$ cat config.mk
export PLATFORM = sky130hd
export DESIGN_NAME = mem_pipe_reg
export DESIGN_NICKNAME = d
export VERILOG_FILES = /design/src/rtl/mem_pipe_reg.sv
export SDC_FILE = /design/constraint.sdc
export NUM_CORES = 1
export LEC_CHECK = 0
export ABC_AREA = 1
export CORE_MARGIN = 4
export CORE_UTILIZATION = 40
export CTS_CLUSTER_DIAMETER = 100
export DETAILED_ROUTE_END_ITERATION = 10
export PLACE_DENSITY = 0.69
export SETUP_SLACK_MARGIN = 0.3
export SLEW_MARGIN = 0
export SYNTH_ARGS = -nofsm -noshare
export SYNTH_HDL_FRONTEND = slang
export SYNTH_SLANG_ARGS = --single-unit
$ cat constraint.sdc
create_clock -name clk -period 1.3 [get_ports clk]
set_input_delay 0.26 -clock clk [delete_from_list [all_inputs] [get_ports clk]]
set_output_delay 0.26 -clock clk [all_outputs]
set_load 0.05 [all_outputs]
$ cat src/rtl/mem_pipe_reg.sv
// Pipeline register between EX and MEM with an optional two-entry skid buffer.
// Head entry drives the outputs straight from registers; control is masked while empty.
module mem_pipe_reg #(
  parameter int DATA_W  = 16,
  parameter int NCH     = 2,
  parameter int CTRL_W  = 1,
  parameter int SKID    = 1,
  parameter int STALL_W = 8
) (
  input  logic                    clk,
  input  logic                    rst_n,
  input  logic                    flush,
  input  logic                    in_valid,
  output logic                    in_ready,
  input  logic [NCH*DATA_W-1:0]   in_data,
  input  logic [CTRL_W-1:0]       in_ctrl,
  output logic                    out_valid,
  input  logic                    out_ready,
  output logic [NCH*DATA_W-1:0]   out_data,
  output logic [CTRL_W-1:0]       out_ctrl,
  output logic [1:0]              occupancy,
  output logic [STALL_W-1:0]      stall_cnt
);

  localparam int W = NCH * DATA_W;

  typedef enum logic [1:0] {
    S_EMPTY = 2'd0,
    S_ONE   = 2'd1,
    S_TWO   = 2'd2
  } state_t;

  state_t              r_state;
  logic [W-1:0]        r_main_data;
  logic [W-1:0]        r_skid_data;
  logic [CTRL_W-1:0]   r_main_ctrl;
  logic [CTRL_W-1:0]   r_skid_ctrl;
  logic [STALL_W-1:0]  r_stall;

  logic w_accept;
  logic w_take;
  logic w_stall;

  // With a skid slot, ready is a pure register decode so it never waits on out_ready.
  generate
    if (SKID != 0) begin : g_skid
      assign in_ready = (r_state != S_TWO);
    end else begin : g_noskid
      assign in_ready = (r_state == S_EMPTY) | out_ready;
    end
  endgenerate

  assign out_valid = (r_state != S_EMPTY);
  assign w_accept  = in_valid & in_ready;
  assign w_take    = out_valid & out_ready;
  assign w_stall   = out_valid & ~out_ready;

  assign out_data  = r_main_data;
  assign out_ctrl  = out_valid ? r_main_ctrl : '0;
  assign stall_cnt = r_stall;

  always_comb begin
    occupancy = 2'd0;
    case (r_state)
      S_ONE:   occupancy = 2'd1;
      S_TWO:   occupancy = 2'd2;
      default: occupancy = 2'd0;
    endcase
  end

  always_ff @(posedge clk) begin
    if (!rst_n) begin
      r_state     <= S_EMPTY;
      r_main_data <= '0;
      r_main_ctrl <= '0;
      r_skid_data <= '0;
      r_skid_ctrl <= '0;
    end else if (flush) begin
      r_state     <= S_EMPTY;
      r_main_data <= '0;
      r_main_ctrl <= '0;
      r_skid_data <= '0;
      r_skid_ctrl <= '0;
    end else begin
      case (r_state)
        S_EMPTY: begin
          if (w_accept) begin
            r_main_data <= in_data;
            r_main_ctrl <= in_ctrl;
            r_state     <= S_ONE;
          end
        end
        S_ONE: begin
          if (w_accept && w_take) begin
            r_main_data <= in_data;
            r_main_ctrl <= in_ctrl;
          end else if (w_accept && (SKID != 0)) begin
            // Head is stalled: park the newcomer behind it so out_data stays put.
            r_skid_data <= in_data;
            r_skid_ctrl <= in_ctrl;
            r_state     <= S_TWO;
          end else if (w_take) begin
            r_state <= S_EMPTY;
          end
        end
        S_TWO: begin
          if (w_take) begin
            r_main_data <= r_skid_data;
            r_main_ctrl <= r_skid_ctrl;
            r_state     <= S_ONE;
          end
        end
        default: r_state <= S_EMPTY;
      endcase
    end
  end

  // Back-pressure counter survives flush; only reset clears it.
  always_ff @(posedge clk) begin
    if (!rst_n) begin
      r_stall <= '0;
    end else if (w_stall && (r_stall != {STALL_W{1'b1}})) begin
      r_stall <= r_stall + 1'b1;
    end
  end

endmodule

## Yosys cells after proc, flatten, opt, wreduce, memory -nomap -nowiden

Cells that the tools add are included.

| word-level totals | value |
|---|---|
| bits in registers | 76 |
| latch bits | 0 |
| bits in writable memories | 0 |
| bits in read-only memories | 0 |
| input bits | 38 |
| word-level logic and storage cells | 47 |
| memories | 0 |

| operators by class | value |
|---|---|
| add/sub/neg operators | 1 |
| multiply operators | 0 |
| divide/modulo/power cells | 0 |
| order comparisons | 0 |
| equal/unequal tests | 9 |
| shift-type cells | 0 |
| muxes and demuxes | 16 |
| bitwise operators | 6 |
| reduce and logical (&&, ||, !) cells | 9 |

Operators with widths:

| cell | number |
|---|---|
| 2-to-1 mux 32 bit | 3 |
| case mux 32 bit (3 select lines) | 1 |
| 2-to-1 mux 2 bit | 5 |
| inequality test 2 bit (second input constant) | 5 |
| adder 8 x 1 -> 8 bit (second input constant) | 1 |
| inequality test 8 bit (second input constant) | 1 |
| AND reduction 4 bit | 2 |
| case mux 2 bit (3 select lines) | 1 |
| 2-to-1 mux 1 bit | 4 |
| case mux 2 bit (2 select lines) | 1 |
| bitwise AND 1 bit | 3 |
| inequality test 3 bit (second input constant) | 1 |
| inverter 1 bit | 3 |
| case mux 1 bit (3 select lines) | 1 |
| AND reduction 3 bit | 1 |
| nonzero test 3 bit | 1 |
| == test 2 x 1 -> 1 bit (second input constant) | 1 |
| == test 2 bit (second input constant) | 1 |
| logical AND 1 bit | 2 |
| zero test 2 bit | 1 |
| nonzero test 2 bit | 1 |
| OR reduction 2 bit | 1 |

## Longest topological paths before layout

| logic depth | value |
|---|---|
| depth after elaboration | 6 |
| depth in mapped cells | 9 |
| mapped depth without buffers | 8 |

## Worst setup path before layout

Ideal clock, no wire load.

| path | value |
|---|---|
| path kind | register to register |
| start point | reg r_stall[0], in the netlist stall_cnt[0] |
| end point | reg r_stall[4], in the netlist stall_cnt[4] |
| setup time | 0.113 ns |
| arrival | 1.594 ns |
| required time | 1.187 ns |
| path slack | -0.407 ns |
| cell stages (with the launch flop) | 10 |
| path through | dfxtp_1 -> ha_1 -> nand2_1 -> nor2_1 -> nand2_1 -> buf_2 -> nand3_1 -> nand2_1 -> nand2_1 -> nor2_1 |

| between the ends | value |
|---|---|
| longest elaborated chain between the ends | 2 |
| elaborated cells on any way between the ends | 3 |
| classes of those cells | add/sub: 1; eq/ne: 1; reduce/logical: 1 |

Ends and longest elaborated chain:

| element | RTL line | RTL |
|---|---|---|
| start: declaration | 38 | `logic [STALL_W-1:0] r_stall;` |
| start signal: assignment | 123 | `r_stall <= r_stall + 1'b1;` |
| branches (longest 2 deep; another with adder 8 x 1 -> 8 bit) | - |  |

Parallel ways; which one is timed is not known.
A chain may end at the register's enable or synchronous reset.

## Worst setup path after layout

| path | value |
|---|---|
| start point | reg r_state[1] |
| end point | out occupancy[1] |

| between the ends | value |
|---|---|
| longest elaborated chain between the ends | 2 |
| elaborated cells on any way between the ends | 3 |
| classes of those cells | eq/ne: 2; mux: 1 |

Ends and longest elaborated chain:

| element | RTL line | RTL |
|---|---|---|
| start: declaration | 33 | `state_t r_state;` |
| start signal: assignment | 73 | `r_state <= S_EMPTY;` |
| start signal: assignment | 79 | `r_state <= S_EMPTY;` |
| start signal: assignment | 90 | `r_state <= S_ONE;` |
| == test 2 bit / == test 2 x 1 -> 1 bit (equally long branches) | 64 | `case (r_state)` |
| case mux 2 bit (2 select lines) (*) | 64 |  |
| end: declaration | 21 | `output logic [1:0] occupancy,` |

Mark *: on every way between the ends. The rest lies on a longest branch, timed or not.

==> results.ini <==
[run_status]
status = complete, but fails checks
violations = negative setup slack

[critical_path]
cpLargestDelayFamily = buffers and inverters
timing.critical_path.buf_inv = 4
cp_common_cell = buf_12
cp_slowest_cell = dfxtp_4
worst-setup-path-type = flop to primary output
arrival_ns = 1.28
crit_required_ns = 1.04
worstPathCellList = inv_4 > nor2_4 > buf_12 > buf_8 > buf_12
max_stage_delay_ns = 0.38
critPathLaunchType = flop
crit_fanout = 3
endpoint_kind = primary output

[final_layout]
fill_cells = 559
synthToLayoutAreaGrowth_pct = 82.3
drive_gt1_frac = 0.414
fin_area_mm2 = 0.00625
fin_util = 0.757
nets = 689
diodes = 0

[clocking]
clkTransAtPathRegs_ns = 0.08
clkLatencyLatePin_ns = 0.35
cts_root_buf = clkbuf_8
clock-sinks = 76
htreeDepth = 3
cts_buffers = 9
tritoncts = done
cts_buffer_depth = 2

[route]
via_per_inst = 4.96
via_count = 3771
route.detailed.wl_per_inst_um = 14.9
drtIter0Drc = 214
drcViolationCount = 0
detailedRoute.firstPassIterationCount = 5
antenna_left = 0
wirelength_um = 11400

[global_route]
gr-usage-all-layers = 0.204
grt_max_degree = 51
grt_pass1_vias = 3535
overflow = 0
antenna_found_initial = 0
grt_pass1_wl_um = 16600

[logic_synthesis]
synth_cell_types = 22
async_reset_ff_frac = 0
synthTopCellsByArea = dfxtp_1 44%, nand2_1 16%, nor2_1 12%, inv_1 7.3%, o21ai_0 5.3%
synthMostInstantiatedCell = nand2_1
synth_ff_type = dfxtp_1
synth_top_area_share = 0.444
synth_seq_cells = 76
ys_seq_area_frac = 0.444
syn-instance-count = 528
synth_common_cells = 147 x nand2_1, 110 x nor2_1, 76 x dfxtp_1
synth_edf_count = 0
synth_area_per_cell_um2 = 6.49
synth_nets = 567
synth_top_area_cell = dfxtp_1
yosysWarnings = 0
synth_area_mm2 = 0.00343

[floorplan]
start_util = 0.415
rows = 33
ios = 83
die_area_mm2 = 0.0101
die_w_um = 101
die_y_um = 101
coreArea_mm2 = 0.00826

[sta]
finClkSkew_ns = 0.00591
fmax_ghz = 0.650
final_hold_viol_count = 0
tightestPinTransition_ns = 0.324
grt_setup_unrepaired = yes
setup_viol = 68
slew_headroom = 0.782
fin_crit_ns = 1.54
period_share = 1.18
worst_slack_ns = -0.239
finalMaxSlewViolations = 0

[pwr]
powerDensity_mw_per_mm2 = 866
p_leak_nw = 2.56
ir_worst_vdd_mv = 0.618
finalPower_mw = 5.41

[placement]
hpwl_um = 5850
pre_cts_ws_ns = -0.347
gp_congestion = 0.805
port_buffers = 82
placed_area_mm2 = 0.00494

[worst_hold_path]
hp-class = flop to flop

[flow_run]
maxCapViolations = 0

-- power breakdown --
group	internal, mW	total [mW]	switching, mW	leakage, nW
sequential	2.37	2.43	0.0567	0.639
combinational	0.557	1.17	0.608	1.82
clock	0.897	1.82	0.922	0.104
total	3.83	5.41	1.59	2.56
-- logic make-up after synthesis --
kind of cell | Yosys count | synth area share
flops | 76 | 0.444
compound gates | 80 | 0.119
fa+ha+maj | 1 | 0.00365
buf+inv | 97 | 0.121
simple gates | 274 | 0.312
-- worst paths after layout --
kind,from,end,slack (ns),depth (start not counted)
max,r_state[1],occupancy[1],-0.24,5
min,r_skid_data[2],r_skid_data[2],0.46,2
max reg2reg,r_state[1],out_data[20],-0.22,10
min reg2reg,r_skid_data[2],r_skid_data[2],0.46,2
-- metal layers --
| layer | global-route usage | share of wire | vias to the layer above |
|---|---|---|---|
| met2 | 0.340 | 0.52 | 131 |
| met1 | 0.261 | 0.39 | 1752 |
| met4 | 0.0694 | 0.028 | 0 |
| met5 | 0 | 0 | - |
| met3 | 0.0436 | 0.060 | 28 |
| li1 | - | - | 1860 |
-- layout by cell type, fill, tap and decap left out, types with 22 or more instances in the layout --
cell type,count
nor2_1,89
clkdlybuf4s50_1,36
nand2_1,122
dfxtp_2,29
inv_1,64
o21ai_2,22
buf_12,54
buf_4,23
nand2_2,22
dfxtp_1,34
-- worst min-delay path, cell delays in order (launching register included) --
cell and delay (ns):
dfxtp_1 0.30, inv_1 0.07, a21oi_2 0.05
-- metrics by stage --
stage	hold WS (ns)	setup TNS, ns	instances
after detailed placement	0.440	-19.55	706
after floorplan	0.373	-0.0400	528
after CTS	0.454	-5.65	751
after global placement	0.438	-18.37	706
after global routing	0.485	-13.70	760
final	0.463	-8.35	760
-- sequential cells by signal (all words and copies together) (netlist names) --
| signal | count |
|---|---|
| r_skid_ctrl | 1 |
| r_state | 2 |
| r_skid_data | 32 |
| r_main_ctrl | 1 |
| out_data | 32 |
| stall_cnt | 8 |
-- what timing repair did --
action | 4_1_cts | 5_1_grt
hold buffers | 0 | 0
cloned | 9 | 4
pin swaps | 13 | 25
endpoints found under the setup margin | 121 | 121
setup buffers | 20 | 5
hold endpoints to repair | 0 | 0
gates resized for setup | 119 | 75
-- cell type report --
cell class / count / area [um2] / area share
multi-input cells: 355 / 1990 / 0.319
well taps: 105 / 131 / 0.0210
repair inverters: 2 / 12.5 / 0.00200
inverters: 69 / 272 / 0.0434
flip-flops and latches: 76 / 1610 / 0.257
clock inverters: 7 / 76.3 / 0.0122
clock buffers: 9 / 124 / 0.0198
repair buffers: 137 / 2040 / 0.326
Power figures use the tool's default switching activity.
